## src/rtl/truth_table_eval_seq_if.sv

```systemverilog
// Handshake and configuration bundle for truth_table_eval_seq.
// The master modport is the driving side; the slave modport is the evaluator.
interface truth_table_eval_seq_if #(
   parameter int N_IN  = 3,
   parameter int N_OUT = 1
);
   logic              cfg_start;
   logic              cfg_valid;
   logic              cfg_bit;
   logic              cfg_busy;
   logic              in_valid;
   logic              in_ready;
   logic [N_IN-1:0]   in_vec;
   logic              out_valid;
   logic              out_ready;
   logic [N_OUT-1:0]  out_vec;
   logic [15:0]       eval_count;

   modport master (
      output cfg_start, cfg_valid, cfg_bit, in_valid, in_vec, out_ready,
      input  cfg_busy, in_ready, out_valid, out_vec, eval_count
   );

   modport slave (
      input  cfg_start, cfg_valid, cfg_bit, in_valid, in_vec, out_ready,
      output cfg_busy, in_ready, out_valid, out_vec, eval_count
   );
endinterface

```

## src/rtl/truth_table_eval_seq.sv

```systemverilog
// Reprogrammable N_IN-input / N_OUT-output truth-table evaluator with a valid/ready
// input, a one-entry registered output stage and a serially reloaded table.
module truth_table_eval_seq #(
   parameter int                          N_IN        = 3,
   parameter int                          N_OUT       = 1,
   parameter logic [(2**N_IN)*N_OUT-1:0]  RESET_TABLE = 8'h70
) (
   input logic                    clk,
   input logic                    rst,
   truth_table_eval_seq_if.slave  bus
);
   localparam int DEPTH = 2**N_IN;
   localparam int TBITS = DEPTH*N_OUT;
   localparam int CNT_W = $clog2(TBITS);
   localparam logic [CNT_W-1:0] LAST_BIT = CNT_W'(TBITS-1);

   typedef enum logic [1:0] {
      S_RUN   = 2'd0,
      S_DRAIN = 2'd1,
      S_LOAD  = 2'd2
   } state_t;

   state_t              r_state;
   logic [TBITS-1:0]    r_table;
   logic [TBITS-1:0]    r_shadow;
   logic [CNT_W-1:0]    r_cnt;
   logic                r_out_valid;
   logic [N_OUT-1:0]    r_out_vec;
   logic [15:0]         r_eval_count;
   logic                r_cfg_busy;

   state_t              w_next_state;
   logic                w_in_ready;
   logic                w_bit_we;
   logic                w_load_done;
   logic                w_accept;
   logic                w_xfer;
   logic [N_OUT-1:0]    w_row;
   logic [TBITS-1:0]    w_shadow_nxt;

   assign w_accept = bus.in_valid && w_in_ready;
   assign w_xfer   = r_out_valid && bus.out_ready;

   // State register.
   always_ff @(posedge clk or posedge rst) begin
      if (rst) begin
         r_state <= S_RUN;
      end else begin
         r_state <= w_next_state;
      end
   end

   // Next-state and per-state control.
   always_comb begin
      w_next_state = r_state;
      w_in_ready   = 1'b0;
      w_bit_we     = 1'b0;
      w_load_done  = 1'b0;
      case (r_state)
         S_RUN: begin
            w_in_ready = !r_out_valid || bus.out_ready;
            if (bus.cfg_start) begin
               w_next_state = S_DRAIN;
            end else begin
               w_next_state = S_RUN;
            end
         end
         S_DRAIN: begin
            // The pending result must leave under the old table before loading.
            if (!r_out_valid) begin
               w_next_state = S_LOAD;
            end else begin
               w_next_state = S_DRAIN;
            end
         end
         S_LOAD: begin
            w_bit_we = bus.cfg_valid;
            if (bus.cfg_valid && (r_cnt == LAST_BIT)) begin
               w_load_done  = 1'b1;
               w_next_state = S_RUN;
            end else begin
               w_next_state = S_LOAD;
            end
         end
         default: begin
            w_next_state = S_RUN;
         end
      endcase
   end

   // Shadow table with the current serial bit merged in.
   always_comb begin
      w_shadow_nxt = r_shadow;
      if (w_bit_we) begin
         w_shadow_nxt[r_cnt] = bus.cfg_bit;
      end else begin
         w_shadow_nxt = r_shadow;
      end
   end

   // Row select from the active table.
   always_comb begin
      w_row = {N_OUT{1'b0}};
      for (int r = 0; r < DEPTH; r++) begin
         if (bus.in_vec == N_IN'(r)) begin
            w_row = r_table[r*N_OUT +: N_OUT];
         end else begin
            w_row = w_row;
         end
      end
   end

   // Table storage: the active table only changes on the edge of the last bit.
   always_ff @(posedge clk or posedge rst) begin
      if (rst) begin
         r_table  <= RESET_TABLE;
         r_shadow <= RESET_TABLE;
         r_cnt    <= {CNT_W{1'b0}};
      end else if (w_load_done) begin
         r_table  <= w_shadow_nxt;
         r_shadow <= w_shadow_nxt;
         r_cnt    <= {CNT_W{1'b0}};
      end else if (w_bit_we) begin
         r_shadow <= w_shadow_nxt;
         r_cnt    <= r_cnt + CNT_W'(1);
      end
   end

   // One-entry output stage: refill on accept, empty on an unreplaced transfer.
   always_ff @(posedge clk or posedge rst) begin
      if (rst) begin
         r_out_valid <= 1'b0;
         r_out_vec   <= {N_OUT{1'b0}};
      end else if (w_accept) begin
         r_out_valid <= 1'b1;
         r_out_vec   <= w_row;
      end else if (w_xfer) begin
         r_out_valid <= 1'b0;
      end
   end

   // Completed-transfer counter, wrapping naturally at 16 bits.
   always_ff @(posedge clk or posedge rst) begin
      if (rst) begin
         r_eval_count <= 16'd0;
      end else if (w_xfer) begin
         r_eval_count <= r_eval_count + 16'd1;
      end
   end

   // Busy flag tracks the LOAD state one-for-one.
   always_ff @(posedge clk or posedge rst) begin
      if (rst) begin
         r_cfg_busy <= 1'b0;
      end else begin
         r_cfg_busy <= (w_next_state == S_LOAD);
      end
   end

   assign bus.cfg_busy   = r_cfg_busy;
   assign bus.in_ready   = w_in_ready;
   assign bus.out_valid  = r_out_valid;
   assign bus.out_vec    = r_out_vec;
   assign bus.eval_count = r_eval_count;
endmodule

```

## src/flat_wrapper.sv

```systemverilog
// flat-port wrapper written by rule: the top's interface ports become plain ports
module truth_table_eval_seq_flat 
#(
   parameter int                          N_IN        = 3,
   parameter int                          N_OUT       = 1,
   parameter logic [(2**N_IN)*N_OUT-1:0]  RESET_TABLE = 8'h70
)
  (clk, rst, bus_cfg_start, bus_cfg_valid, bus_cfg_bit, bus_in_valid, bus_in_vec, bus_out_ready, bus_cfg_busy, bus_in_ready, bus_out_valid, bus_out_vec, bus_eval_count);
  truth_table_eval_seq_if #(.N_IN(N_IN), .N_OUT(N_OUT)) bus_i ();
  input logic clk;
  input logic rst;
  input wire logic [$bits(bus_i.cfg_start)-1:0] bus_cfg_start;
  input wire logic [$bits(bus_i.cfg_valid)-1:0] bus_cfg_valid;
  input wire logic [$bits(bus_i.cfg_bit)-1:0] bus_cfg_bit;
  input wire logic [$bits(bus_i.in_valid)-1:0] bus_in_valid;
  input wire logic [$bits(bus_i.in_vec)-1:0] bus_in_vec;
  input wire logic [$bits(bus_i.out_ready)-1:0] bus_out_ready;
  output wire logic [$bits(bus_i.cfg_busy)-1:0] bus_cfg_busy;
  output wire logic [$bits(bus_i.in_ready)-1:0] bus_in_ready;
  output wire logic [$bits(bus_i.out_valid)-1:0] bus_out_valid;
  output wire logic [$bits(bus_i.out_vec)-1:0] bus_out_vec;
  output wire logic [$bits(bus_i.eval_count)-1:0] bus_eval_count;
  assign bus_i.cfg_start = bus_cfg_start;
  assign bus_i.cfg_valid = bus_cfg_valid;
  assign bus_i.cfg_bit = bus_cfg_bit;
  assign bus_i.in_valid = bus_in_valid;
  assign bus_i.in_vec = bus_in_vec;
  assign bus_i.out_ready = bus_out_ready;
  assign bus_cfg_busy = bus_i.cfg_busy;
  assign bus_in_ready = bus_i.in_ready;
  assign bus_out_valid = bus_i.out_valid;
  assign bus_out_vec = bus_i.out_vec;
  assign bus_eval_count = bus_i.eval_count;
  truth_table_eval_seq #(.N_IN(N_IN), .N_OUT(N_OUT), .RESET_TABLE(RESET_TABLE)) u_core (.clk(clk), .rst(rst), .bus(bus_i));
endmodule
```

## config.mk

```make
export PLATFORM = sky130hd
export DESIGN_NAME = truth_table_eval_seq_flat
export DESIGN_NICKNAME = d
export VERILOG_FILES = /design/src/rtl/truth_table_eval_seq_if.sv /design/src/rtl/truth_table_eval_seq.sv /design/src/flat_wrapper.sv
export SDC_FILE = /design/constraint.sdc
export NUM_CORES = 1
export LEC_CHECK = 0
export ABC_AREA = 1
export CELL_PAD_IN_SITES_DETAIL_PLACEMENT = 1
export CELL_PAD_IN_SITES_GLOBAL_PLACEMENT = 1
export CORE_ASPECT_RATIO = 0.7
export CORE_MARGIN = 4
export CORE_UTILIZATION = 36
export DETAILED_ROUTE_END_ITERATION = 8
export PLACE_DENSITY_LB_ADDON = 0.08
export SLEW_MARGIN = 10
export SYNTH_ARGS = -nofsm -noshare
export SYNTH_HDL_FRONTEND = slang
export SYNTH_SLANG_ARGS = --single-unit
```

## constraint.sdc

```tcl
create_clock -name clk -period 1.55 [get_ports clk]
set_clock_uncertainty 0.1 [all_clocks]
set_input_delay 0.2325 -clock clk [delete_from_list [all_inputs] [get_ports clk]]
set_output_delay 0.2325 -clock clk [all_outputs]
set_load 0.01 [all_outputs]
```

==> results.env <==
TOTAL_VIA_COUNT_AFTER_DETAILED_ROUTING=1845
YOSYSWARNINGCOUNT=0
SEQUENTIAL_CELL_AREA_FRACTION_IN_THE_YOSYS_REPORT_PCT=49.15
LEAKAGEPOWER_uW=0.001485
CLK_PIN_SLEW_WORST_PATHS_NS=0.08
CRITPATHTOPFAMILY='buffers and inverters'
DETAILEDROUTE.FIRSTPASSITERATIONCOUNT=4
WORST_SETUP_PATH_CLASS='flip-flop to output pin'
CLOCK_TREE.HTREE_LEVEL_COUNT=2
GRT_ANTENNA_BEFORE_REPAIR=0
WORSTMARGINPINSLEW_NS=0.3503
FP.DIEAREA_MM2=0.006991
NETLIST_INSTANCES=253
CTS-BUFFERS-INSERTED=5
GPL.FINAL_WEIGHTED_CONGESTION=0.7337
CRITPATHREQUIREDTIME_NS=1.22
COUNT_OF_FLIP_FLOPS_WITH_A_BUILT_IN_ENABLE_AFTER_SYNTHESIS=0
FINALCRITICALPERIOD_NS=1.507
SYNTHDISTINCTLIBCELLS=26
HOLD_VIOLATIONS=0
YS_FF_LATCH=40
MAX_STAGE_DELAY_NS=0.54
CLOCK_SINK_COUNT=40
FP.COREAREA_MM2=0.005368
LAYOUT-AREA-OVERHEAD-VS-SYNTH_PCT=38.23
HPWL_UM=3889
CLOCK_LATENCY_LATE_SINK_NS=0.30
FINAL_LAYOUT_SIZE_SUFFIX_GT1_SHARE_PCT=21.18
FIN_CRIT_SH_PCT=97.26
STARTPOINT_TYPE='flip-flop'
MAXSLEWVIOLCOUNT=0
CRITICAL_PATH.N_BUFFERS_INVERTERS=1
GRT_UTIL_ALL_LAYERS_PCT=16.35
FINAL_UTIL_PCT=52.84
SYNTHTOPCELLSBYAREA='sky130_fd_sc_hd__dfrtp_1, sky130_fd_sc_hd__nand2_1, sky130_fd_sc_hd__dfstp_2, sky130_fd_sc_hd__inv_1, sky130_fd_sc_hd__nand3_1'
CRITPATHCAPTURETYPE='output pin'
IOS=30
IR_DROP_uV=598.9
DIE_WIDTH_UM=98.24
CLK_ROOT_BUFFER_CELL='sky130_fd_sc_hd__clkbuf_8'
CP_SLOWEST_CELL='sky130_fd_sc_hd__clkdlybuf4s50_1'
CRIT_CHAIN='clkdlybuf4s50_1'
FIN_HOLD_WS_NS=0.1870
ROUTE.FINAL.WIRE_LENGTH_UM=5425
FIRST_PASS_GRT_WIRE_LENGTH_UM=9052
SYNTHFLOPTYPE='sky130_fd_sc_hd__dfrtp_1'
NFILLCELLS=650
FMAX_GHz=0.6634
GRT.OVERFLOW.TOTAL=0
PORT_BUFFERS=29
DETAILEDROUTE.FIRSTITERATIONVIOLATIONS=51
INITIAL_UTILIZATION_PCT=38.23
SYNTHARSTFLOPSHARE_PCT=100.0
SETUP-VIOLATIONS-FINAL=0
FINALINSTANCEAREA_MM2=0.002836
CTS_BUFFER_DEPTH=2
ROWS=22
FINAL_COMMON_CELL='sky130_fd_sc_hd__nand2_1'
SLEW-LIMIT-HEADROOM_PCT=76.47
CRITICAL_PATH.MAX_FANOUT=2
GRT_START_MAX_NET_PINS=41
MOSTFREQUENTLAYOUTCELLS='sky130_fd_sc_hd__nand2_1, sky130_fd_sc_hd__dfrtp_1, sky130_fd_sc_hd__inv_1'
POWER-PER-CELL-AREA_mW_PER_MM2=1416
NETLIST.TOP_CELL.BY_AREA='sky130_fd_sc_hd__dfrtp_1'
FINISH.NET_COUNT=333
DRC=0
MAX_CAP_VIOL_COUNT=0
WORSTPATHARRIVAL_NS=1.17
SYNTH_NETS=266
VIAS_IN_THE_FIRST_GLOBAL_ROUTE=1890
SYNTH_LARGEST_TYPE_AREA_FRACTION_PCT=41.46
WORSTHOLDPATHTYPE='input port to async pin'
SYNTH_AREA_PER_CELL_UM2=8.111
DPL_CELL_AREA_MM2=0.002587
N_ANTENNA_CELL=0
DRT.ANTENNA.VIOLATING_NETS=0
DRT-WIRELENGTH-PER-CELL_UM=13.80
SYN-CELL-AREA_MM2=0.002052
OUTCOME='completed'
DIEHEIGHT_UM=71.17
TRITONCTS_CLOCK_TREE='yes'
ROUTED_VIA_DENSITY=4.695
## synthesized netlist by cell type, drive strengths merged (3+ instances only)
cell type,number
ha,3
nand2,80
nor2,26
and2,7
inv,35
xor2,6
dfrtp,34
xnor2,4
nand3,26
dfstp,6
o21ai,14
## cells by family (layout without fill, tap and decap cells)
group | Yosys count | count (layout) | share of synthesized area, %
AND/OR/NAND/NOR | 143 | 143 | 32.44
XOR/XNOR | 10 | 10 | 4.268
adder cells (fa/ha/maj) | 3 | 3 | 1.829
flip-flops | 40 | 40 | 49.15
buffers and inverters | 36 | 104 | 6.646
AO/OA/AOI/OAI | 21 | 21 | 5.671
## flip-flops by register name, summed over array words and instances, names as in the netlist
name,count
u_core.r_shadow,8
u_core.r_state,2
u_core.bus.out_valid,1
u_core.r_cnt,3
u_core.bus.out_vec,1
u_core.r_table,8
u_core.bus.eval_count,16
u_core.bus.cfg_busy,1
## routing by layer
metal	wire (µm)	track usage, %
met1	2939	24.08
met4	75	5.000
met5	0	0
met3	167	3.941
met2	2243	23.76
## power by group
part	switching, µW	internal, µW	leakage [µW]
sequential	174	1420	0.000495
clock	376	364	0.0000455
combinational	917	767	0.000945
total	1470	2550	0.00149
## layout make-up
class                           count  area [µm²]  share of cell area (%)
Tap cell                           72       90.09                   3.176
Timing Repair Buffer               61       548.0                   19.32
Sequential cell                    40        1011                   35.64
Multi-Input combinational cell    177       962.2                   33.92
Clock buffer                        8       90.09                   3.176
Inverter                           35       135.1                   4.764
## stage by stage
step,total power (µW),worst slack (ns),TNS [ns],std cells
floorplan,2437,0.07695,0,253
global placement,3101,-0.2170,-1.606,371
detailed placement,3148,-0.2230,-2.122,371
CTS,3919,0.002312,0,389
global route,4354,-0.01400,-0.03494,393
finish,4016,0.04252,0,393
## what timing repair did
action                                  CTS  global route
buffers inserted                         10             4
hold buffers                              0             0
cloned                                    0             0
resized for setup                        19            18
endpoints found under the setup margin   26            14
pin swaps                                 0             6
## tightest hold or removal path: cells and delay by family
kind | cells | cell delay, ns
buf+inv | 3 | 0.71
## final timing paths
path,startpoint,end,slack [ns],cells past startpoint
worst min-delay path,rst,u_core.bus.eval_count[0]$_DFFE_PP0P_,0.19,3
worst min register to register,u_core.r_table[5]$_DFFE_PP1P_,u_core.r_table[5]$_DFFE_PP1P_,0.38,2
min in group clk,u_core.r_table[5]$_DFFE_PP1P_,u_core.r_table[5]$_DFFE_PP1P_,0.38,2
worst max register to register,u_core.r_cnt[1]$_DFFE_PP0P_,u_core.r_table[3]$_DFFE_PP0P_,0.06,8
worst max-delay path,u_core.bus.eval_count[8]$_DFFE_PP0P_,bus_eval_count[8],0.04,1
max in group asynchronous,rst,u_core.r_shadow[6]$_DFFE_PP1P_,0.90,3
Power figures use the tool's default switching activity.
